==> config.mk <==
export PLATFORM = sky130hd
export DESIGN_NAME = lcd_ctrl
export DESIGN_NICKNAME = d
export VERILOG_FILES = /design/src/rtl/lcd_ctrl.sv
export SDC_FILE = /design/constraint.sdc
export NUM_CORES = 1
export LEC_CHECK = 0
export CAP_MARGIN = 10
export CORE_ASPECT_RATIO = 0.6
export CORE_UTILIZATION = 53
export CTS_CLUSTER_DIAMETER = 60
export DETAILED_ROUTE_END_ITERATION = 10
export PLACE_DENSITY_LB_ADDON = 0.08
export SLEW_MARGIN = 5
export SYNTH_ARGS = -nofsm -noshare
export SYNTH_HDL_FRONTEND = slang
export SYNTH_SLANG_ARGS = --single-unit
==> constraint.sdc <==
create_clock -name i_clk -period 3.3 [get_ports i_clk]
set_input_delay 0.66 -clock i_clk [delete_from_list [all_inputs] [get_ports i_clk]]
set_output_delay 0.66 -clock i_clk [all_outputs]
set_load 0.005 [all_outputs]
==> src/rtl/lcd_ctrl.sv <==
// HD44780 write controller: SETUP/PULSE/HOLD/EXEC timing from a single down-counter.
// Define LCD_INIT_EN to build the power-up wait and the built-in init sequence.
module lcd_ctrl #(
   parameter int unsigned SETUP_CYC    = 2,
   parameter int unsigned EN_CYC       = 12,
   parameter int unsigned HOLD_CYC     = 2,
   parameter int unsigned EXEC_CYC     = 2000,
   parameter int unsigned CLR_EXEC_CYC = 82000,
   parameter int unsigned PWRUP_CYC    = 750000
) (
   input  logic        i_clk,
   input  logic        i_rst_n,
   input  logic        i_req_vld,
   input  logic        i_req_rs,
   input  logic [7:0]  i_req_data,
   output logic        o_req_rdy,
   output logic        o_lcd_on,
   output logic        o_lcd_en,
   output logic        o_lcd_rs,
   output logic        o_lcd_rw,
   output logic [7:0]  o_lcd_data,
   output logic [31:0] o_lcd_word,
   output logic        o_busy
);

   function automatic int unsigned at_least_1(input int unsigned v);
      return (v == 0) ? 1 : v;
   endfunction

   function automatic int unsigned max2(input int unsigned a, input int unsigned b);
      return (a > b) ? a : b;
   endfunction

   localparam int unsigned SETUP_N = at_least_1(SETUP_CYC);
   localparam int unsigned EN_N    = at_least_1(EN_CYC);
   localparam int unsigned HOLD_N  = at_least_1(HOLD_CYC);
   localparam int unsigned EXEC_N  = at_least_1(EXEC_CYC);
   localparam int unsigned CLR_N   = at_least_1(CLR_EXEC_CYC);
   localparam int unsigned PWRUP_N = at_least_1(PWRUP_CYC);
   localparam int unsigned MAX_N   = max2(max2(max2(SETUP_N, EN_N), max2(HOLD_N, EXEC_N)),
                                          max2(CLR_N, PWRUP_N));
   localparam int unsigned CNT_W   = (MAX_N > 1) ? $clog2(MAX_N) : 1;

   localparam logic [CNT_W-1:0] SETUP_LD = CNT_W'(SETUP_N - 1);
   localparam logic [CNT_W-1:0] EN_LD    = CNT_W'(EN_N - 1);
   localparam logic [CNT_W-1:0] HOLD_LD  = CNT_W'(HOLD_N - 1);
   localparam logic [CNT_W-1:0] EXEC_LD  = CNT_W'(EXEC_N - 1);
   localparam logic [CNT_W-1:0] CLR_LD   = CNT_W'(CLR_N - 1);

   typedef enum logic [2:0] {
`ifdef LCD_INIT_EN
      INIT_WAIT,
      INIT_SEND,
`endif
      IDLE,
      SETUP,
      PULSE,
      HOLD,
      EXEC
   } state_t;

   state_t           state;
   logic [CNT_W-1:0] cnt;
   logic             is_clr;

`ifdef LCD_INIT_EN
   localparam logic [CNT_W-1:0] PWRUP_LD = CNT_W'(PWRUP_N - 1);
   logic [1:0] init_idx;
   logic       init_done;
   logic       pwr_armed;

   function automatic logic [7:0] init_cmd(input logic [1:0] idx);
      case (idx)
         2'd0:    return 8'h38;
         2'd1:    return 8'h0C;
         2'd2:    return 8'h01;
         default: return 8'h06;
      endcase
   endfunction
`endif

   // Clear/Home need the long execution wait; uses the latched command byte.
   assign is_clr = !o_lcd_rs && (o_lcd_data[7:2] == '0) && (o_lcd_data[1:0] != 2'b00);

   assign o_lcd_rw   = 1'b0;
   assign o_lcd_word = {o_lcd_on, 20'b0, o_lcd_en, o_lcd_rs, o_lcd_rw, o_lcd_data};

   always_ff @(posedge i_clk or negedge i_rst_n) begin
      if (!i_rst_n) begin
`ifdef LCD_INIT_EN
         state     <= INIT_WAIT;
         init_idx  <= '0;
         init_done <= 1'b0;
         pwr_armed <= 1'b0;
`else
         state     <= IDLE;
`endif
         cnt        <= '0;
         o_lcd_en   <= 1'b0;
         o_lcd_rs   <= 1'b0;
         o_lcd_data <= '0;
         o_lcd_on   <= 1'b0;
         o_req_rdy  <= 1'b0;
         o_busy     <= 1'b1;
      end else begin
         o_lcd_on <= 1'b1;
         case (state)
`ifdef LCD_INIT_EN
            // Counter is cleared by reset, so the first INIT_WAIT cycle arms it.
            INIT_WAIT: begin
               if (!pwr_armed) begin
                  pwr_armed <= 1'b1;
                  cnt       <= PWRUP_LD;
               end else if (cnt == '0) begin
                  state <= INIT_SEND;
               end else begin
                  cnt <= cnt - 1'b1;
               end
            end
            INIT_SEND: begin
               o_lcd_rs   <= 1'b0;
               o_lcd_data <= init_cmd(init_idx);
               cnt        <= SETUP_LD;
               state      <= SETUP;
            end
`endif
            IDLE: begin
               if (i_req_vld && o_req_rdy) begin
                  o_lcd_rs   <= i_req_rs;
                  o_lcd_data <= i_req_data;
                  o_req_rdy  <= 1'b0;
                  o_busy     <= 1'b1;
                  cnt        <= SETUP_LD;
                  state      <= SETUP;
               end else begin
                  o_req_rdy <= 1'b1;
                  o_busy    <= 1'b0;
               end
            end
            SETUP: begin
               if (cnt == '0) begin
                  o_lcd_en <= 1'b1;
                  cnt      <= EN_LD;
                  state    <= PULSE;
               end else begin
                  cnt <= cnt - 1'b1;
               end
            end
            PULSE: begin
               if (cnt == '0) begin
                  o_lcd_en <= 1'b0;
                  cnt      <= HOLD_LD;
                  state    <= HOLD;
               end else begin
                  cnt <= cnt - 1'b1;
               end
            end
            HOLD: begin
               if (cnt == '0) begin
                  cnt   <= is_clr ? CLR_LD : EXEC_LD;
                  state <= EXEC;
               end else begin
                  cnt <= cnt - 1'b1;
               end
            end
            EXEC: begin
               if (cnt != '0) begin
                  cnt <= cnt - 1'b1;
`ifdef LCD_INIT_EN
               end else if (!init_done && (init_idx != 2'd3)) begin
                  init_idx <= init_idx + 1'b1;
                  state    <= INIT_SEND;
`endif
               end else begin
`ifdef LCD_INIT_EN
                  init_done <= 1'b1;
`endif
                  o_req_rdy <= 1'b1;
                  o_busy    <= 1'b0;
                  state     <= IDLE;
               end
            end
            default: state <= IDLE;
         endcase
      end
   end

endmodule

==> flow_summary_export.csv, run 1 <==
group,metric,value,unit
critical_path,crit_fanout,10,
pwr,p_clk_share,40.8,%
clocking,numCtsBuffers,5,
clocking,cts_buffer_depth,2,
floorplanning,start_util,58.2,%
place,portBuffers,35,
place,place_hpwl,3810,microns
synth,avgSynthCellArea,8.98,sq um
final_layout,drive_gt1_share,10.9,%
synth,postSynth.asyncResetShare,100,%
clocking,clk_pin_slew_worst_paths,70,ps
critical_path,end_kind,"register",
timing,whs,466,ps
clocking,cts_setup_buffers,0,
floorplanning,dieWidth,86.2,microns
global_route,grt_max_degree,37,
floorplanning,num_rows,17,
critical_path,cp_slowest_cell,"nor2_1",
routing,vias_per_cell,5.66,
timing,tightest_slew,818,ps
critical_path,max_stage_delay,540,ps
clocking,htree_num_levels,2,
place,gp_congestion,0.855,
global_route,track_usage,24.9,%
flow_run,maxCapViolCount,0,
clocking,cts_root_buffer,"clkbuf_8",
floorplanning,pin_count,58,
synth,syn-cell-area,2250,sq um
synth,synth.distinct_cells,42,
clocking,numClockSinks,36,
critical_path,cp_cell_sequence,"nor4_1, nand4_1, nor2_1, nor2_1, a221o_1",
final_layout,final.fill_count,323,
global_route,antenna_found_initial,0,
global_route,grt_overflow,0,
critical_path,cp.arrival,2580,ps
pwr,intPower,0.625,mW
pwr,swShare,21.6,%
pwr,power.density,308,nW/um^2
pwr,p_switching,0.172,mW
timing,skew,5.97,ps
global_route,grt_pass1_vias,1620,
routing,drt.antenna.violating_nets,0,
status,status,"finished, final reports clean",
synth,netlist_instances,251,
pwr,comb_power_share,3.7,%
synth,synth.yosys.seq_area_share,40.0,%
synth,synthFlopType,"dfrtp_1",
routing,vias,1885,
critical_path,critPathTopFamily,"simple AND/OR/NAND/NOR gates",
critical_path,critPathLaunchType,"register",
timing,rsz0062_at_grt,"no",
clocking,clock_latency,280,ps
clocking,cts_tree,"done",
critical_path,crit_top_cell,"nor2_1",
synth,yosysTopAreaCellShare,38.9,%
timing,report.final.setup_viol,0,
floorplanning,die-height,52.5,microns
routing,drtPass1Iterations,4,
synth,synth_area_leader_cell,"dfrtp_1",
pwr,ir_drop,0.259,mV
final_layout,nets,289,
synth,synth_common_cells,"35 x dfrtp_1, 33 x buf_4, 19 x nand2_1, 19 x nor2_1, 15 x o21ai_0",
pwr,p_seq_share,55.5,%
floorplanning,die_area,4520,sq um
clocking,cts_resized,0,
timing,hold_viol_final,0,
timing,fmax,412,MHz
synth,ys_warn_count,0,
final_layout,area_delta_synth_final,14.7,%
timing,fin_crit_sh,73.5,%
final_layout,diodes,0,
clocking,postCtsHoldBufs,0,
synth,synth.area.top_cells,"dfrtp_1 39%, buf_4 11%, mux2_2 5.0%, xnor2_1 3.5%, o21ai_0 3.3%",
timing,fin_tns_setup,0,ps
timing,post-route-min-period,2430,ps
routing,drc,0,
routing,wl_per_cell,15.3,microns
hold_path,hp-class,"in -> async",
routing,wl,5090,microns
routing,drtIter0Drc,167,
synth,synth_edf_count,0,
critical_path,required,3460,ps
floorplanning,core_area,3870,sq um
synth,ys_seq_elements,36,
critical_path,cp_num_buf_inv,0,
timing,slew_headroom,45.5,%
pwr,p_leak,1.06,nW
critical_path,crit_type,"reg -> reg",
timing,slew_violations,0,
global_route,grt_pass1_wl,8430,microns
synth,synth.most_common_cell,"dfrtp_1",
==> worst reg2reg max path: cells and delay by family, from the launching register on <==
kind,cells,cell delay [ps]
simple gates,4,1510
flops,1,440
compound gates,1,360
==> power groups by stage <==
stage / Combinational, mW / Clock, mW / Sequential [mW]
final: 0.0297 / 0.325 / 0.442
after CTS: 0.0298 / 0.328 / 0.442
after detailed placement: 0.0297 / 0 / 0.450
after global routing: 0.0347 / 0.354 / 0.442
after floorplan: 0.0258 / 0 / 0.451
after global placement: 0.0296 / 0 / 0.450
==> layout make-up <==
type,instances,area [sq um],area share [%]
clock buffers,8,90.1,3.49
inverters,8,30.0,1.16
multi-input cells,186,1120,43.4
flip-flops and latches,36,902,34.9
well taps,57,71.3,2.76
repair buffers,38,368,14.2
==> layer usage <==
| layer | vias to the layer above | global-route usage (%) | part of all wire, % |
|---|---|---|---|
| met1 | 910 | 39.6 | 51 |
| met5 | - | 0 | 0 |
| met2 | 83 | 34.8 | 41 |
| met3 | 4 | 5.20 | 7.0 |
| li1 | 888 | - | - |
| met4 | 0 | 3.33 | 0.45 |
==> cell usage in the layout, fill, tap and decap left out, types with 2 or more instances in the layout <==
cell type | Yosys | layout
nor4_1 | 7 | 7
ha_1 | 2 | 2
nand2_1 | 19 | 19
clkbuf_1 | 8 | 2
nor3_1 | 8 | 8
mux2_2 | 10 | 10
o21ai_0 | 15 | 15
xor2_1 | 3 | 3
nand4_1 | 3 | 3
clkbuf_8 | 0 | 6
nor2b_1 | 5 | 5
o31ai_1 | 4 | 3
buf_4 | 33 | 3
a221o_1 | 3 | 3
o311ai_0 | 3 | 3
dfrtp_1 | 35 | 35
clkdlybuf4s50_1 | 0 | 34
conb_1 | 2 | 23
or2_2 | 5 | 5
o21ai_1 | 3 | 3
or3_1 | 5 | 5
a21oi_1 | 7 | 7
nor2_1 | 19 | 19
inv_1 | 8 | 8
xnor2_1 | 9 | 9
or4_1 | 2 | 2
nand3_1 | 10 | 10
a31oi_1 | 6 | 6
nor3b_1 | 2 | 2
==> flip-flops by register name (all words and copies together) (netlist names) <==
name	count
o_req_rdy	1
o_lcd_en	1
o_lcd_data	8
o_lcd_rs	1
state	3
o_lcd_on	1
cnt	20
o_busy	1
==> cells by family after synthesis <==
| family | after synthesis | synth area share [%] |
|---|---|---|
| compound gates | 49 | 13.8 |
| xor+xnor | 12 | 4.66 |
| fa+ha+maj | 2 | 1.11 |
| buf+inv | 50 | 13.9 |
| flops | 36 | 40.0 |
| mux | 10 | 5.00 |
| other cells | 2 | 0.333 |
| simple gates | 90 | 21.2 |
==> worst paths after layout <==
kind	depth (start not counted)	slack [ps]	to	from
max	5	870	cnt[1]$_DFFE_PN0P_	cnt[10]$_DFFE_PN0P_
min	1	470	o_lcd_on$_DFF_PN0_	i_rst_n
max reg2reg	5	870	cnt[1]$_DFFE_PN0P_	cnt[10]$_DFFE_PN0P_
min reg2reg	1	520	o_busy$_DFFE_PN1P_	o_busy$_DFFE_PN1P_
max in group asynchronous	1	2320	cnt[7]$_DFFE_PN0P_	i_rst_n
min in group i_clk	1	520	o_busy$_DFFE_PN1P_	o_busy$_DFFE_PN1P_
==> metrics by stage <==
stage	util, %	std cells	power (mW)	setup slack [ps]	instance area (sq um)
finish	66.7	333	0.797	875	2580
global route	66.7	333	0.830	574	2580
CTS	66.7	333	0.800	855	2580
detailed placement	64.4	325	0.480	873	2490
global placement	64.4	325	0.480	853	2490
floorplan	-	272	0.476	1090	2330
No activity file was read; power rests on OpenSTA's default activity.
==> run 2, diff against run 1 <==
Settings changed: CORE_UTILIZATION 53 to 44.
Clock period 3.3 ns to 2 ns, I/O delays scaled along.
==> run 2 against run 1 <==
The flow now finishes with violations (setup timing). Clock power is 52% higher. Hold slack worse by 310 ps. Clock skew is 11 ps higher. Setup slack worse by 1100 ps. Critical path depth is 1 higher. Sequential cell count stayed put. Critical path type unchanged.
==> flow_summary_export.csv, run 2 (synthesized netlist as in run 1, its figures left out) <==
group,metric,value,unit
critical_path,crit_fanout,4,
floorplanning,dieWidth,94.4,microns
routing,drc,0,
final_layout,mostFrequentLayoutCell,"buf_4",
place,post_dp_cell_area,2890,sq um
final_layout,nets,345,
global_route,track_usage,23.6,%
timing,rsz0062_at_grt,"yes",
final_layout,final_area,3240,sq um
pwr,power,1.28,mW
final_layout,area_delta_synth_final,44.0,%
timing,fin_tns_setup,-689,ps
final_layout,largest_register_ffs,20,
flow_run,maxCapViolCount,0,
clocking,numClockSinks,36,
clocking,cts_root_buffer,"clkbuf_8",
timing,hold_viol_final,0,
final_layout,diodes,0,
pwr,p_leak,1.40,nW
global_route,grt_pass1_vias,1889,
clocking,cts_tree,"done",
routing,wl,6160,microns
place,dp_cells,381,
final_layout,final.fill_count,404,
final_layout,fin_cells,395,
critical_path,end_kind,"register",
timing,fin_crit_sh,112,%
pwr,ir_drop,0.278,mV
timing,worst_slack,-237,ps
final_layout,largestRegisters,"cnt: 20 flops, o_lcd_data: 8 flops, state: 3 flops",
clocking,clock_latency,290,ps
floorplanning,num_rows,19,
final_layout,largest_register,"cnt",
routing,wl_per_cell,15.6,microns
routing,vias_per_cell,5.26,
floorplanning,die-height,57.4,microns
floorplanning,start_util,47.4,%
critical_path,cp-startpoint,"cnt[2]$_DFFE_PN0P_",
place,place_hpwl,4440,microns
clocking,clk_pin_slew_worst_paths,80,ps
routing,drt.antenna.violating_nets,0,
timing,slew_violations,0,
routing,vias,2079,
final_layout,fin_util,68.2,%
routing,drtIter0Drc,124,
hold_path,hp-class,"in -> async",
status,status,"finished, violations left",
timing,fmax,447,MHz
floorplanning,pin_count,58,
clocking,htree_num_levels,2,
critical_path,crit_type,"reg -> reg",
timing,tightest_slew,534,ps
status,failed_checks,"setup timing",
floorplanning,die_area,5420,sq um
place,gp_congestion,0.898,
final_layout,drive_gt1_share,38.0,%
timing,post-route-min-period,2240,ps
floorplanning,core_area,4750,sq um
pwr,power.density,394,nW/um^2
timing,slew_headroom,63.5,%
critical_path,r2r-start,"cnt[2]$_DFFE_PN0P_",
global_route,grt_overflow,0,
final_layout,most-common-layout-cells,"50 x buf_4, 34 x dfrtp_1, 34 x clkdlybuf4s50_1",
critical_path,required,2210,ps
global_route,antenna_found_initial,0,
clocking,cts_buffer_depth,2,
critical_path,critPathLaunchType,"register",
clocking,numCtsBuffers,5,
timing,report.final.setup_viol,10,
timing,skew,17.2,ps
global_route,grt_pass1_wl,9650,microns
routing,drtPass1Iterations,4,
place,portBuffers,35,
critical_path,cp.arrival,2440,ps
global_route,grt_max_degree,37,
==> run 2: cell count changes in the layout (fill, tap and decap cells not counted), sizes merged <==
| cell | before | now |
|---|---|---|
| buf | 4 | 59 |
| or2 | 5 | 6 |
==> run 2: cell type report <==
cell class	count	area (sq um)	area share, %
clock buffer	8	80.1	2.47
inverter	8	30.0	0.926
multi-input combinational	187	1340	41.3
sequential	36	903	27.8
tap	63	78.8	2.43
timing repair buffer	93	811	25.0
==> run 2: critical path, stage by stage, from the launching register on <==
cell     delay, ps
dfrtp_1        420
or4_4          550
or4_4          570
nor3_4         230
buf_4          140
a31oi_1         80
o21ai_1        160
==> run 2: what timing repair did <==
action | 4_1_cts | 5_1_grt
gates cloned | 0 | 1
endpoints found under the setup margin | 12 | 21
setup buffers | 2 | 5
hold buffers | 0 | 0
pin swaps | 5 | 17
gates resized for setup | 23 | 42
==> run 2: metal layers <==
metal  up-vias  track usage, %  share of wire (%)
li1        997               -                  -
met1      1023            37.4                 51
met2        57            32.8                 43
met3         2            4.93                5.0
met4         0            3.96               0.18
met5         -               0                  0
==> run 2: path summary, 6_finish.rpt <==
| kind | endpoint | slack, ps | depth (start not counted) |
|---|---|---|---|
| max | cnt[9]$_DFFE_PN0P_ | -240 | 6 |
| min | cnt[9]$_DFFE_PN0P_ | 160 | 2 |
| max reg2reg | cnt[9]$_DFFE_PN0P_ | -240 | 6 |
| min reg2reg | o_busy$_DFFE_PN1P_ | 510 | 1 |
| max in group asynchronous | o_busy$_DFFE_PN1P_ | 1480 | 2 |
| min in group i_clk | o_busy$_DFFE_PN1P_ | 510 | 1 |
==> run 2: metrics by stage <==
step / setup WS (ps) / hold WS, ps
after floorplan: -177 / 104
after global placement: -201 / 470
after detailed placement: -207 / 477
after CTS: -187 / 163
after global routing: -320 / 194
final: -237 / 158
==> run 2: power by group <==
group	total, mW	switching (mW)	internal, mW	leakage, nW
Combinational	0.0523	0.0286	0.0237	0.932
Sequential	0.729	0.000455	0.729	0.426
Clock	0.495	0.248	0.248	0.0395
